<file path="src/rtl/data_memory_if.sv">
// Bus interface for data_memory: address, write data, write/read enables,
// registered read data and (when DATAMEM_PARITY_EN is defined) the parity flag.
interface data_memory_if #(
  parameter int unsigned ADDR_W = 8,
  parameter int unsigned DATA_W = 8
);
  logic [ADDR_W-1:0] adr;
  logic [DATA_W-1:0] datain;
  logic              w;
  logic              r;
  logic [DATA_W-1:0] dataout;
`ifdef DATAMEM_PARITY_EN
  logic              par_err;
`endif

  // Requester side: drives the request, observes read data.
  modport master (
    output adr,
    output datain,
    output w,
    output r,
`ifdef DATAMEM_PARITY_EN
    input  par_err,
`endif
    input  dataout
  );

  // Memory side.
  modport slave (
    input  adr,
    input  datain,
    input  w,
    input  r,
`ifdef DATAMEM_PARITY_EN
    output par_err,
`endif
    output dataout
  );
endinterface

</file>
<file path="src/rtl/data_memory.sv">
// Single-port synchronous data memory with registered, held read data.
// Write-first when w and r coincide. Asynchronous active-low reset clears
// the whole array and the read register.
// Optional feature: define DATAMEM_PARITY_EN to store an even-parity bit per
// word and flag corrupted reads on par_err.
module data_memory #(
  parameter int unsigned ADDR_W = 8,
  parameter int unsigned DATA_W = 8,
  parameter int unsigned DEPTH  = 1 << ADDR_W
) (
  input  logic          clk,
  input  logic          rst_n,
  data_memory_if.slave  bus
);

`ifdef DATAMEM_PARITY_EN
  localparam int unsigned WordW = DATA_W + 1;
`else
  localparam int unsigned WordW = DATA_W;
`endif

  logic [WordW-1:0]  r_mem [DEPTH];
  logic [DATA_W-1:0] r_dataout;
  logic [WordW-1:0]  w_wr_word;
  logic [WordW-1:0]  w_rd_word;
`ifdef DATAMEM_PARITY_EN
  logic              r_par_err;
  logic              w_rd_bad;
`endif

  // Stored word image for a write, and the raw word at the current address.
  always_comb begin
`ifdef DATAMEM_PARITY_EN
    w_wr_word = {^bus.datain, bus.datain};
`else
    w_wr_word = bus.datain;
`endif
    w_rd_word = r_mem[bus.adr];
  end

`ifdef DATAMEM_PARITY_EN
  // Recomputed parity of the stored data disagreeing with the stored parity bit.
  always_comb begin
    w_rd_bad = (^w_rd_word[DATA_W-1:0]) != w_rd_word[DATA_W];
  end
`endif

  // Memory array: cleared on reset, written on w.
  always_ff @(posedge clk or negedge rst_n) begin
    if (!rst_n) begin
      r_mem <= '{default: '0};
    end else if (bus.w) begin
      r_mem[bus.adr] <= w_wr_word;
    end
  end

  // Read register: loads on r, bypasses write data when w is also set, holds otherwise.
  always_ff @(posedge clk or negedge rst_n) begin
    if (!rst_n) begin
      r_dataout <= '0;
`ifdef DATAMEM_PARITY_EN
      r_par_err <= 1'b0;
`endif
    end else if (bus.r) begin
      if (bus.w) begin
        r_dataout <= bus.datain;
`ifdef DATAMEM_PARITY_EN
        r_par_err <= 1'b0;
`endif
      end else begin
        r_dataout <= w_rd_word[DATA_W-1:0];
`ifdef DATAMEM_PARITY_EN
        r_par_err <= w_rd_bad;
`endif
      end
    end
  end

  assign bus.dataout = r_dataout;
`ifdef DATAMEM_PARITY_EN
  assign bus.par_err = r_par_err;
`endif

endmodule

</file>
<file path="src/flat_wrapper.sv">
// flat-port wrapper written by rule: the top's interface ports become plain ports
module data_memory_flat 
#(
  parameter int unsigned ADDR_W = 8,
  parameter int unsigned DATA_W = 8,
  parameter int unsigned DEPTH  = 1 << ADDR_W
)
  (clk, rst_n, bus_adr, bus_datain, bus_w, bus_r, bus_dataout);
  data_memory_if #(.ADDR_W(ADDR_W), .DATA_W(DATA_W)) bus_i ();
  input  logic clk;
  input  logic rst_n;
  input wire logic [$bits(bus_i.adr)-1:0] bus_adr;
  input wire logic [$bits(bus_i.datain)-1:0] bus_datain;
  input wire logic [$bits(bus_i.w)-1:0] bus_w;
  input wire logic [$bits(bus_i.r)-1:0] bus_r;
  output wire logic [$bits(bus_i.dataout)-1:0] bus_dataout;
  assign bus_i.adr = bus_adr;
  assign bus_i.datain = bus_datain;
  assign bus_i.w = bus_w;
  assign bus_i.r = bus_r;
  assign bus_dataout = bus_i.dataout;
  data_memory #(.ADDR_W(ADDR_W), .DATA_W(DATA_W), .DEPTH(DEPTH)) u_core (.clk(clk), .rst_n(rst_n), .bus(bus_i));
endmodule
</file>
<file path="config.mk">
export PLATFORM = sky130hd
export DESIGN_NAME = data_memory_flat
export DESIGN_NICKNAME = d
export VERILOG_FILES = /design/src/rtl/data_memory_if.sv /design/src/rtl/data_memory.sv /design/src/flat_wrapper.sv
export SDC_FILE = /design/constraint.sdc
export NUM_CORES = 2
export LEC_CHECK = 0
export CAP_MARGIN = 20
export CELL_PAD_IN_SITES_DETAIL_PLACEMENT = 2
export CELL_PAD_IN_SITES_GLOBAL_PLACEMENT = 2
export CORE_MARGIN = 3
export CORE_UTILIZATION = 45
export DETAILED_ROUTE_END_ITERATION = 6
export GPL_ROUTABILITY_DRIVEN = 0
export HOLD_SLACK_MARGIN = 0.1
export PLACE_DENSITY_LB_ADDON = 0.1
export SLEW_MARGIN = 10
export SYNTH_ARGS = -nofsm -noshare
export SYNTH_HDL_FRONTEND = slang
export SYNTH_SLANG_ARGS = --single-unit
</file>
<file path="constraint.sdc">
create_clock -name clk -period 4.9 [get_ports clk]
set_input_delay 0.735 -clock clk [delete_from_list [all_inputs] [get_ports clk]]
set_output_delay 0.735 -clock clk [all_outputs]
set_load 0.005 [all_outputs]
</file>
==> flow_metrics.py <==
metrics = {
    "status": {
        "outcome": "finished, final reports clean",
    },
    "clock_tree": {
        "clk_latency_ns": 0.87,
        "clockBufferDepth": 3,
        "holdBufCountCts": 1,
        "clock-root-buffer": "clkbuf_16",
        "cts_tree": "yes",
        "postCtsResizedCells": 0,
        "clk_pin_slew_ns": 0.06,
        "numCtsBuffers": 224,
        "post-cts-setup-buffers": 0,
        "cts_max_level": 4,
        "cts.sinks": 2056,
    },
    "logic_synthesis": {
        "synth.top_cells.by_area": "dfrtp_1, mux2_2, mux4_2",
        "syn_inst": 5763,
        "syn_avg_cell_area_um2": 16.15,
        "yosysSeqAreaShare": 0.5527,
        "ys_types": 40,
        "yosys.area.top_type": "dfrtp_1",
        "synth_seq_cells": 2056,
        "yosys_warnings": 0,
        "syn_nets": 5783,
        "synth_area_um2": 93080,
        "synth_top_cell_area_share": 0.5527,
    },
    "layout": {
        "syn_to_final_growth_pct": 12.95,
        "drive_gt1_frac": 0.5654,
        "final_nets": 5878,
        "fillers": 18190,
        "regArea_um2": 51450,
        "final_common_cell": "dfrtp_1",
        "final_cells": 8730,
        "most-common-layout-cells": "dfrtp_1, mux2_2, mux4_2",
        "multi_input_area_um2": 39790,
    },
    "sta": {
        "maxSlewViolCount": 0,
        "worstMarginPinSlew_ns": 1.217,
        "setup_ws_ns": 1.064,
        "skew_ns": 0.03158,
        "fmax_ghz": 0.2607,
        "min_period_ns": 3.836,
        "period_share": 0.7829,
        "rsz0062_at_grt": "false",
        "setup_violations": 0,
        "max-slew-margin-rel": 0.1890,
        "finalSetupTns_ns": 0,
        "hold_viol": 0,
    },
    "setup_path": {
        "critPathMaxFanout": 34,
        "required_ns": 5.61,
        "reg2reg_setup_slack_ns": 1.68,
        "worst_setup_path_start_kind": "input pin",
        "worst_r2r_path_depth": 8,
        "critPathLaunch": "bus_adr[0]",
        "path_class": "input pin to flop",
        "reg2reg_to": "u_core.bus.dataout[0]",
        "cp_data_arrival_time_ns": 4.54,
        "worstReg2RegStart": "u_core.r_mem[0]",
        "critical_path.endpoint_type": "flop",
    },
    "placement": {
        "dp_worst_setup_slack_ns": 0.2418,
        "io_buffer_count": 27,
        "hpwl_um": 187900,
        "placed_cells_incl_taps": 8319,
    },
    "power": {
        "p_leak_nw": 49.19,
        "total_power_w": 0.03829,
        "p_per_area_nw_per_um2": 364.2,
        "vdd_drop_max_mv": 0.3964,
    },
    "detailed_routing": {
        "drc": 0,
        "viasPerCell": 6.183,
        "drtIter0Drc": 3479,
        "first_pass_iters": 5,
        "wire_per_inst_um": 33.94,
        "drtAntennaViolNets": 0,
        "num_vias": 53970,
        "totalWireLength_um": 296300,
    },
    "global_route": {
        "antenna_found_initial": 13,
        "grt_pass1_vias": 60580,
        "overflow": 0,
        "track_usage": 0.2839,
        "grt_max_degree": 163,
        "grt_pass1_wl_um": 444100,
    },
    "run": {
        "cap_violations": 0,
    },
    "floorplan": {
        "core_um2": 205200,
        "io_pins": 28,
        "dieHeight_um": 460.8,
        "start_util": 0.4536,
        "die_area_um2": 212300,
        "die-width_um": 460.8,
        "std_cell_rows": 166,
    },
    "min_path": {
        "hp-class": "input pin to asynchronous set/reset pin",
    },
}
[power by group]
| group | leakage, nW | total (W) | internal [W] | switching, W |
|---|---|---|---|---|
| logic | 17.2 | 0.00313 | 0.00138 | 0.00175 |
| clock network | 3.62 | 0.0169 | 0.00976 | 0.00715 |
| registers | 28.3 | 0.0183 | 0.0178 | 0.000464 |
[layout make-up]
cell class | count | share of cell area
Clock buffer | 352 | 0.06499
Inverter | 4 | 0.0001428
Sequential cell | 2056 | 0.4893
Timing Repair Buffer | 312 | 0.03042
Clock inverter | 52 | 0.004570
Multi-Input combinational cell | 3260 | 0.3784
Tap cell | 2688 | 0.03199
Antenna cell | 6 | 0.0001428
[critical path, cell delays in order]
cell     delay [ns]
buf_8          0.40
buf_12         0.29
buf_12         0.25
mux4_2         0.58
a22oi_1        0.28
a21oi_1        0.23
o41ai_1        0.94
buf_4          0.28
a41oi_1        0.10
a21oi_1        0.14
a21oi_1        0.09
[cells in the mapped netlist]
cell       count
dfrtp_1     2056
mux2_2      2052
mux4_2       575
clkbuf_1     331
a22oi_1      134
nand2_1      116
nor2_2       110
nor2_1        88
a21oi_1       82
buf_2         70
buf_1         17
o41ai_1       16
buf_6         13
buf_4         12
mux2i_1       11
nor2_4        10
nand3_1        8
and3_1         6
nor2b_1        6
a41oi_1        5
o22ai_1        5
inv_1          4
nor3_1         4
nor3b_1        4
o21ai_0        4
nand3b_1       3
nor4_1         3
a31oi_1        2
and2_1         2
nand2b_1       2
nand4_1        2
or3_1          2
a211o_1        1
a211oi_1       1
a22o_1         1
a311o_1        1
a311oi_1       1
nor3b_2        1
o2111ai_1      1
or2_2          1
[sequential cells by signal, summed over array words and instances (netlist names)]
| name | flops |
|---|---|
| u_core.r_mem | 2048 |
| u_core.bus.dataout | 8 |
[worst max path at each step]
stage | to | slack, ns | depth (start not counted)
2_1_floorplan | u_core.bus.dataout[6] | 1.78 | 10
3_3_place_gp | u_core.bus.dataout[0] | 0.25 | 11
3_5_place_dp | u_core.bus.dataout[0] | 0.24 | 11
4_1_cts | u_core.bus.dataout[0] | 1.19 | 11
5_1_grt | u_core.bus.dataout[0] | 1.04 | 11
6_report | u_core.bus.dataout[0] | 1.06 | 11
[per-layer routing]
layer	up-vias	global-route usage	wire, µm
met5	-	0	15
met4	2	0.08243	8953
met3	421	0.04001	11710
met2	1057	0.4631	144200
met1	30640	0.3972	131400
li1	21860	-	-
[kinds of logic after synthesis]
logic type,count (synthesis),synth area share
compound gates,254,0.01844
buf+inv,447,0.02050
flops,2056,0.5527
mux,2638,0.3885
simple gates,368,0.01979
[per-stage QoR]
step             util  hold slack [ns]  area [µm²]
6_report       0.5124           0.4526      105100
5_1_grt        0.5123           0.4795      105100
4_1_cts        0.5123           0.4394      105100
3_5_place_dp   0.4766           0.4905       97800
3_3_place_gp   0.4766           0.4820       97800
2_1_floorplan       -           0.4394       93080
No activity file was read; power rests on OpenSTA's default activity.
